===== config.mk =====
export PLATFORM = sky130hd
export DESIGN_NAME = bus_endpoint_flat
export DESIGN_NICKNAME = d
export VERILOG_FILES = /design/src/rtl/bus_endpoint_if.sv /design/src/rtl/bus_endpoint.sv /design/src/flat_wrapper.sv
export SDC_FILE = /design/constraint.sdc
export NUM_CORES = 1
export LEC_CHECK = 0
export CORE_MARGIN = 10
export CORE_UTILIZATION = 54
export CTS_BUF_LIST = sky130_fd_sc_hd__clkbuf_16
export CTS_CLUSTER_DIAMETER = 40
export CTS_CLUSTER_SIZE = 16
export DETAILED_ROUTE_END_ITERATION = 8
export MAX_ROUTING_LAYER = met4
export PLACE_DENSITY = 0.77
export SETUP_SLACK_MARGIN = 0.15
export SLEW_MARGIN = 20
export SYNTH_ARGS = -nofsm -noshare
export SYNTH_HDL_FRONTEND = slang
export SYNTH_SLANG_ARGS = --single-unit

===== constraint.sdc =====
create_clock -name clk -period 2.5 [get_ports clk]
set_input_delay 0.25 -clock clk [delete_from_list [all_inputs] [get_ports clk]]
set_output_delay 0.25 -clock clk [all_outputs]
set_load 0.01 [all_outputs]

===== src/rtl/bus_endpoint_if.sv =====
// Signal bundle between a bus endpoint (slave side) and the device/arbiter pair
// that drives it (master side).
interface bus_endpoint_if #(
  parameter int pckg_sz = 16
);
  logic               tx_valid;
  logic [pckg_sz-1:0] tx_data;
  logic               tx_ready;
  logic               pndng;
  logic [pckg_sz-1:0] D_pop;
  logic               pop;
  logic               push;
  logic [pckg_sz-1:0] D_push;
  logic               rx_valid;
  logic [pckg_sz-1:0] rx_data;
  logic               rx_pop;
  logic [7:0]         drop_cnt;
  logic [7:0]         miss_cnt;
  logic               err_pop;

  modport slave (
    input  tx_valid, tx_data, pop, push, D_push, rx_pop,
    output tx_ready, pndng, D_pop, rx_valid, rx_data, drop_cnt, miss_cnt, err_pop
  );

  modport master (
    output tx_valid, tx_data, pop, push, D_push, rx_pop,
    input  tx_ready, pndng, D_pop, rx_valid, rx_data, drop_cnt, miss_cnt, err_pop
  );
endinterface


===== src/rtl/bus_endpoint.sv =====
// Device-side terminal of the broadcast bus: a TX FIFO feeding the arbiter and an
// address-filtered RX FIFO feeding the device, both first-word-fall-through.
module bus_endpoint #(
  parameter int         pckg_sz   = 16,
  parameter int         depth     = 8,
  parameter logic [7:0] id        = 8'h00,
  parameter logic [7:0] broadcast = 8'hFF
) (
  input  logic          clk,
  input  logic          reset,
  bus_endpoint_if.slave bus
);

  localparam int AW = $clog2(depth);

  typedef logic [AW-1:0]      ptr_t;
  typedef logic [AW:0]        cnt_t;
  typedef logic [pckg_sz-1:0] pkt_t;

  localparam cnt_t CNT_FULL = cnt_t'(depth);
  localparam cnt_t CNT_ZERO = cnt_t'(0);
  localparam cnt_t CNT_ONE  = cnt_t'(1);
  localparam ptr_t PTR_ONE  = ptr_t'(1);
  localparam pkt_t PKT_ZERO = pkt_t'(0);

  function automatic ptr_t ptr_inc(input ptr_t p);
    return p + PTR_ONE;
  endfunction

  function automatic cnt_t cnt_next(input cnt_t c, input logic wr, input logic rd);
    cnt_t result;
    case ({wr, rd})
      2'b10:   result = c + CNT_ONE;
      2'b01:   result = c - CNT_ONE;
      default: result = c;
    endcase
    return result;
  endfunction

  function automatic logic [7:0] sat_inc(input logic [7:0] c, input logic en);
    logic [7:0] result;
    if (en && (c != 8'hFF)) begin
      result = c + 8'd1;
    end else begin
      result = c;
    end
    return result;
  endfunction

  pkt_t       tx_mem_r [depth];
  ptr_t       tx_wr_ptr_r;
  ptr_t       tx_rd_ptr_r;
  cnt_t       tx_cnt_r;
  logic       err_pop_r;
  logic       alive_r;

  pkt_t       rx_mem_r [depth];
  ptr_t       rx_wr_ptr_r;
  ptr_t       rx_rd_ptr_r;
  cnt_t       rx_cnt_r;
  logic [7:0] drop_cnt_r;
  logic [7:0] miss_cnt_r;

  logic       tx_empty_s;
  logic       tx_full_s;
  logic       tx_ready_s;
  logic       tx_wr_s;
  logic       tx_rd_s;
  logic       tx_bad_pop_s;
  pkt_t       tx_head_s;

  logic       rx_empty_s;
  logic       rx_full_s;
  logic [7:0] rx_addr_s;
  logic       rx_hit_s;
  logic       rx_wr_s;
  logic       rx_rd_s;
  logic       rx_drop_s;
  logic       rx_miss_s;
  pkt_t       rx_head_s;

  // TX control: readiness comes only from registered state, and alive_r keeps
  // tx_ready low while reset is held.
  always_comb begin
    tx_empty_s   = (tx_cnt_r == CNT_ZERO);
    tx_full_s    = (tx_cnt_r == CNT_FULL);
    tx_ready_s   = alive_r && !tx_full_s;
    tx_wr_s      = bus.tx_valid && tx_ready_s;
    tx_rd_s      = bus.pop && !tx_empty_s;
    tx_bad_pop_s = bus.pop && tx_empty_s;
    if (tx_empty_s) begin
      tx_head_s = PKT_ZERO;
    end else begin
      tx_head_s = tx_mem_r[tx_rd_ptr_r];
    end
  end

  // RX filter: fullness is the registered state, so a same-cycle rx_pop never
  // makes room for this cycle's push.
  always_comb begin
    rx_empty_s = (rx_cnt_r == CNT_ZERO);
    rx_full_s  = (rx_cnt_r == CNT_FULL);
    rx_addr_s  = bus.D_push[pckg_sz-1 -: 8];
    rx_hit_s   = (rx_addr_s == id) || (rx_addr_s == broadcast);
    rx_wr_s    = bus.push && rx_hit_s && !rx_full_s;
    rx_drop_s  = bus.push && rx_hit_s && rx_full_s;
    rx_miss_s  = bus.push && !rx_hit_s;
    rx_rd_s    = bus.rx_pop && !rx_empty_s;
    if (rx_empty_s) begin
      rx_head_s = PKT_ZERO;
    end else begin
      rx_head_s = rx_mem_r[rx_rd_ptr_r];
    end
  end

  assign bus.tx_ready = tx_ready_s;
  assign bus.pndng    = !tx_empty_s;
  assign bus.D_pop    = tx_head_s;
  assign bus.err_pop  = err_pop_r;
  assign bus.rx_valid = !rx_empty_s;
  assign bus.rx_data  = rx_head_s;
  assign bus.drop_cnt = drop_cnt_r;
  assign bus.miss_cnt = miss_cnt_r;

  // TX FIFO storage, pointers and the sticky empty-pop flag.
  always_ff @(posedge clk or negedge reset) begin
    if (!reset) begin
      for (int i = 0; i < depth; i++) begin
        tx_mem_r[i] <= PKT_ZERO;
      end
      tx_wr_ptr_r <= ptr_t'(0);
      tx_rd_ptr_r <= ptr_t'(0);
      tx_cnt_r    <= CNT_ZERO;
      err_pop_r   <= 1'b0;
      alive_r     <= 1'b0;
    end else begin
      alive_r <= 1'b1;
      if (tx_wr_s) begin
        tx_mem_r[tx_wr_ptr_r] <= bus.tx_data;
        tx_wr_ptr_r           <= ptr_inc(tx_wr_ptr_r);
      end
      if (tx_rd_s) begin
        tx_rd_ptr_r <= ptr_inc(tx_rd_ptr_r);
      end
      tx_cnt_r <= cnt_next(tx_cnt_r, tx_wr_s, tx_rd_s);
      if (tx_bad_pop_s) begin
        err_pop_r <= 1'b1;
      end
    end
  end

  // RX FIFO storage, pointers and the saturating drop/miss counters.
  always_ff @(posedge clk or negedge reset) begin
    if (!reset) begin
      for (int i = 0; i < depth; i++) begin
        rx_mem_r[i] <= PKT_ZERO;
      end
      rx_wr_ptr_r <= ptr_t'(0);
      rx_rd_ptr_r <= ptr_t'(0);
      rx_cnt_r    <= CNT_ZERO;
      drop_cnt_r  <= 8'h00;
      miss_cnt_r  <= 8'h00;
    end else begin
      if (rx_wr_s) begin
        rx_mem_r[rx_wr_ptr_r] <= bus.D_push;
        rx_wr_ptr_r           <= ptr_inc(rx_wr_ptr_r);
      end
      if (rx_rd_s) begin
        rx_rd_ptr_r <= ptr_inc(rx_rd_ptr_r);
      end
      rx_cnt_r   <= cnt_next(rx_cnt_r, rx_wr_s, rx_rd_s);
      drop_cnt_r <= sat_inc(drop_cnt_r, rx_drop_s);
      miss_cnt_r <= sat_inc(miss_cnt_r, rx_miss_s);
    end
  end

endmodule


===== src/flat_wrapper.sv =====
// flat-port wrapper written by rule: the top's interface ports become plain ports
module bus_endpoint_flat 
#(
  parameter int         pckg_sz   = 16,
  parameter int         depth     = 8,
  parameter logic [7:0] id        = 8'h00,
  parameter logic [7:0] broadcast = 8'hFF
)
  (clk, reset, bus_tx_valid, bus_tx_data, bus_pop, bus_push, bus_D_push, bus_rx_pop, bus_tx_ready, bus_pndng, bus_D_pop, bus_rx_valid, bus_rx_data, bus_drop_cnt, bus_miss_cnt, bus_err_pop);
  bus_endpoint_if #(.pckg_sz(pckg_sz)) bus_i ();
  input  logic clk;
  input  logic reset;
  input wire logic [$bits(bus_i.tx_valid)-1:0] bus_tx_valid;
  input wire logic [$bits(bus_i.tx_data)-1:0] bus_tx_data;
  input wire logic [$bits(bus_i.pop)-1:0] bus_pop;
  input wire logic [$bits(bus_i.push)-1:0] bus_push;
  input wire logic [$bits(bus_i.D_push)-1:0] bus_D_push;
  input wire logic [$bits(bus_i.rx_pop)-1:0] bus_rx_pop;
  output wire logic [$bits(bus_i.tx_ready)-1:0] bus_tx_ready;
  output wire logic [$bits(bus_i.pndng)-1:0] bus_pndng;
  output wire logic [$bits(bus_i.D_pop)-1:0] bus_D_pop;
  output wire logic [$bits(bus_i.rx_valid)-1:0] bus_rx_valid;
  output wire logic [$bits(bus_i.rx_data)-1:0] bus_rx_data;
  output wire logic [$bits(bus_i.drop_cnt)-1:0] bus_drop_cnt;
  output wire logic [$bits(bus_i.miss_cnt)-1:0] bus_miss_cnt;
  output wire logic [$bits(bus_i.err_pop)-1:0] bus_err_pop;
  assign bus_i.tx_valid = bus_tx_valid;
  assign bus_i.tx_data = bus_tx_data;
  assign bus_i.pop = bus_pop;
  assign bus_i.push = bus_push;
  assign bus_i.D_push = bus_D_push;
  assign bus_i.rx_pop = bus_rx_pop;
  assign bus_tx_ready = bus_i.tx_ready;
  assign bus_pndng = bus_i.pndng;
  assign bus_D_pop = bus_i.D_pop;
  assign bus_rx_valid = bus_i.rx_valid;
  assign bus_rx_data = bus_i.rx_data;
  assign bus_drop_cnt = bus_i.drop_cnt;
  assign bus_miss_cnt = bus_i.miss_cnt;
  assign bus_err_pop = bus_i.err_pop;
  bus_endpoint #(.pckg_sz(pckg_sz), .depth(depth), .id(id), .broadcast(broadcast)) u_core (.clk(clk), .reset(reset), .bus(bus_i));
endmodule

==> out/qor.yml, run 1 <==
yosys-mux-area-fraction: 0.2984
drc_errors: 0
p_int_mw: 13.47
cp-start-kind: "register"
endpoint_kind: "output pin"
switching_power_mw: 6.009
maxCapViolCount: 0
reg2regPathDepth: 10
synthArstFlopShare: 1.000
synth_top_family_by_area: "multiplexers"
numCtsBuffers: 40
synth-xor-area-share: 0.01880
dp_hpwl_microns: 18920
min_path_type: "in -> async"
clkSinkCount: 294
cts_tree: "built"
vias: 8371
grt_max_degree: 74
initialDrtViolationCount: 456
swShare: 0.3085
power_frac_comb: 0.357
ant_nets: 0
detail_route.wl_per_cell_microns: 21.27
synth_flop_cell: "dfrtp_1"
maxSlewHeadroom: 0.2882
port_buffers: 89
io_pins: 90
overflow: 0
synth_cell_types: 49
synth-edff-count: 0
vias_per_cell: 5.710
antenna_found_initial: 0
num_antenna_cells: 0
clk_path_buf_depth: 3
die_h_microns: 178.2
critical_path_class: "reg -> out"
grt_pass1_wl_microns: 50650
initial_core_util: 0.5524
cp_data_required_time_ps: 2250
postSynthAreaPerCell_sq_um: 14.33
synth_compound_area_frac: 0.03241
place_ws_ps: -273.7
critPathMaxFanout: 5
gp_congestion: 0.7869
register_area_sq_mm: 0.007362
finalCritPeriodShare: 1.005
hold_viol: 0
ir_worst_vdd_mv: 0.9275
synth_fp_nets: 994
cts_root_buffer: "clkbuf_16"
synth_seq_cells: 294
grt_pass1_vias: 9169
setup_ws_ps: -13.66
yosys_warnings: 0
rrSetupSlack_ps: 260
min_period_ps: 2514
pwr_density_cell_mw_per_mm2: 1144
nets: 1164
setup_violations: 1
track_usage: 0.2087
clock_power_share: 0.290
setup_tns_ps: -13.66
cts.clk_slew.worst_paths_ps: 60
tightest_slew_ps: 1068
fp.dieW_microns: 178.2
rsz0062_at_grt: "true"
syn-cell-area_sq_mm: 0.01351
power.total_mw: 19.48
synthSimpleGateAreaFrac: 0.06602
wl_microns: 31190
fmax_ghz: 0.3978
r2r-start: "u_core.tx_cnt_r[2]"
clk_latency_ps: 530
area_growth_pct: 26.02
htreeDepth: 2
reg2reg_to: "u_core.tx_cnt_r[3]"
seq_area_frac_synth: 0.5444
seqPwrFrac: 0.352
violations: "negative setup slack"
num_rows: 57
critPathArrivalTime_ps: 2260
die-area_sq_mm: 0.03175
synth_fa_ha_area_frac: 0.01259
syn_inst: 943
slew_violations: 0
drive_gt1_frac: 0.4378
fillCellCount: 1621
finClkSkew_ps: 18.03
drtPass1Iterations: 6
leakage_nw: 8.191
status: "finished, violations left"
multiInputGateArea_sq_mm: 0.005903
core_sq_mm: 0.02446
-- registers in the layout, indices dropped and copies added, names as in the netlist --
signal               cells
u_core.alive_r           1
u_core.bus.drop_cnt      8
u_core.bus.err_pop       1
u_core.bus.miss_cnt      8
u_core.rx_cnt_r          4
u_core.rx_mem_r        128
u_core.rx_rd_ptr_r       3
u_core.rx_wr_ptr_r       3
u_core.tx_cnt_r          4
u_core.tx_mem_r        128
u_core.tx_rd_ptr_r       3
u_core.tx_wr_ptr_r       3
-- critical path, cell delays in order, from the launching register on --
cell and delay (ps):
dfrtp_2 440, buf_12 140, buf_12 120, buf_16 130
buf_6 110, mux4_2 400, mux2i_1 150, nor2_1 80
buf_2 150
-- routing by layer --
metal	track usage	vias up	routed length, microns
li1	-	3773	-
met1	0.2481	4350	12910
met2	0.3553	187	16260
met3	0.03911	61	1213
met4	0.06442	0	811
met5	-	-	0
-- cells in the final DEF, fill, tap and decap left out, types with 3 or more instances in the layout --
cell type          n
dfrtp_1          290
mux2_2           199
mux4_2            64
clkdlybuf4s50_1   55
buf_4             53
nand2_1           51
nor2_1            43
clkbuf_16         42
a21o_1            34
mux2i_1           31
buf_2             29
inv_1             28
buf_12            20
o21ai_0           18
xor2_1            16
xnor2_1           13
buf_6             10
nand4_1            9
nand3_1            7
ha_1               7
buf_16             7
nor4_1             6
and3_1             6
clkinvlp_4         6
nor4_4             5
nor3_1             5
nor2_2             5
nor3_2             5
nand2b_1           4
clkinv_8           4
clkinv_4           4
buf_8              4
dfrtp_2            4
mux2i_2            3
inv_2              3
ha_4               3
inv_6              3
bufinv_16          3
clkbuf_2           3
-- Yosys cell counts (3+ instances only) --
| master | n | share of area |
|---|---|---|
| dfrtp_1 | 294 | 0.54 |
| nand2_1 | 51 | 0.014 |
| mux2_2 | 199 | 0.17 |
| nand4_1 | 9 | 0.0042 |
| ha_1 | 12 | 0.011 |
| nor3_1 | 5 | 0.0019 |
| inv_1 | 25 | 0.0069 |
| nor3_2 | 5 | 0.0037 |
| mux2i_1 | 35 | 0.026 |
| xnor2_1 | 13 | 0.0084 |
| nor4b_1 | 4 | 0.0026 |
| clkbuf_1 | 22 | 0.0061 |
| a21oi_1 | 3 | 0.0011 |
| and3_1 | 7 | 0.0032 |
| nor4_4 | 3 | 0.0047 |
| buf_1 | 4 | 0.0011 |
| mux4_2 | 64 | 0.11 |
| nand3_1 | 7 | 0.0026 |
| nor4_1 | 6 | 0.0028 |
| nand2b_1 | 4 | 0.0019 |
| nor2_1 | 44 | 0.012 |
| o21ai_0 | 18 | 0.0067 |
| a21o_1 | 34 | 0.019 |
| buf_4 | 5 | 0.0028 |
| xor2_1 | 16 | 0.010 |
| nor2_2 | 4 | 0.0019 |
| buf_2 | 21 | 0.0078 |
-- power groups by stage --
stage	clock (mW)	combinational (mW)	sequential (mW)
6_report	5.66	6.96	6.87
5_1_grt	5.98	7.53	7.02
4_1_cts	5.76	6.84	6.85
3_5_place_dp	0	6.30	6.88
3_3_place_gp	0	6.18	6.81
2_1_floorplan	0	4.24	6.55
-- repair_timing --
action                                  in CTS  in global routing
gates resized for setup                    135                 24
endpoints found under the setup margin      34                 33
buffers inserted                            19                  7
pin swaps                                    3                 13
gates cloned                                 7                  0
hold endpoints to repair                    55                  0
hold buffers                                 1                  0
-- cell families (layout without fill, tap and decap cells) --
group / after synthesis / in the layout
AO/OA/AOI/OAI: 64 / 64
flip-flops: 294 / 294
buffers and inverters: 81 / 280
multiplexers: 298 / 298
other: 1 / 1
adder cells (fa/ha/maj): 13 / 13
XOR/XNOR: 29 / 29
AND/OR/NAND/NOR: 163 / 163
-- stage by stage --
step | instance area (sq um) | hold WS, ps | cells | utilization
detailed placement | 15280 | 216.8 | 1361 | 0.6246
global placement | 15280 | 214.9 | 1361 | 0.6246
CTS | 16930 | 265.9 | 1459 | 0.6922
floorplan | 13600 | -45.59 | 943 | -
finish | 17030 | 259.0 | 1466 | 0.6961
global route | 17030 | 298.6 | 1466 | 0.6961
-- final cells by class --
type	count	share of cell area
timing repair buffer	183	0.1114
inverter	26	0.005731
clock inverter	29	0.01837
clock buffer	42	0.06172
sequential	294	0.4323
tap	324	0.02381
multi-input combinational	568	0.3467
-- how the worst max path moves through the flow --
stage | from | slack (ps) | depth (start not counted) | end
CTS | u_core.tx_rd_ptr_r[0] | 20 | 5 | bus_D_pop[12]
global placement | bus_D_push[9] | -230 | 13 | u_core.rx_cnt_r[2]
finish | u_core.tx_rd_ptr_r[0] | -10 | 8 | bus_D_pop[15]
detailed placement | bus_D_push[9] | -270 | 13 | u_core.rx_cnt_r[2]
global route | u_core.tx_rd_ptr_r[0] | -80 | 7 | bus_D_pop[1]
floorplan | bus_D_push[9] | -60 | 14 | u_core.rx_cnt_r[2]
(Power assumes the default switching activity.)
==> run 2: changes to the inputs <==
--- a/config.mk
+++ b/config.mk
@@ -14,7 +14,6 @@
 export MAX_ROUTING_LAYER = met4
 export PLACE_DENSITY = 0.77
 export SETUP_SLACK_MARGIN = 0.15
-export SLEW_MARGIN = 20
 export SYNTH_ARGS = -nofsm -noshare
 export SYNTH_HDL_FRONTEND = slang
 export SYNTH_SLANG_ARGS = --single-unit
==> results of run 2 <==
The final DEF is identical to that of run 1; final timing and power are the same.
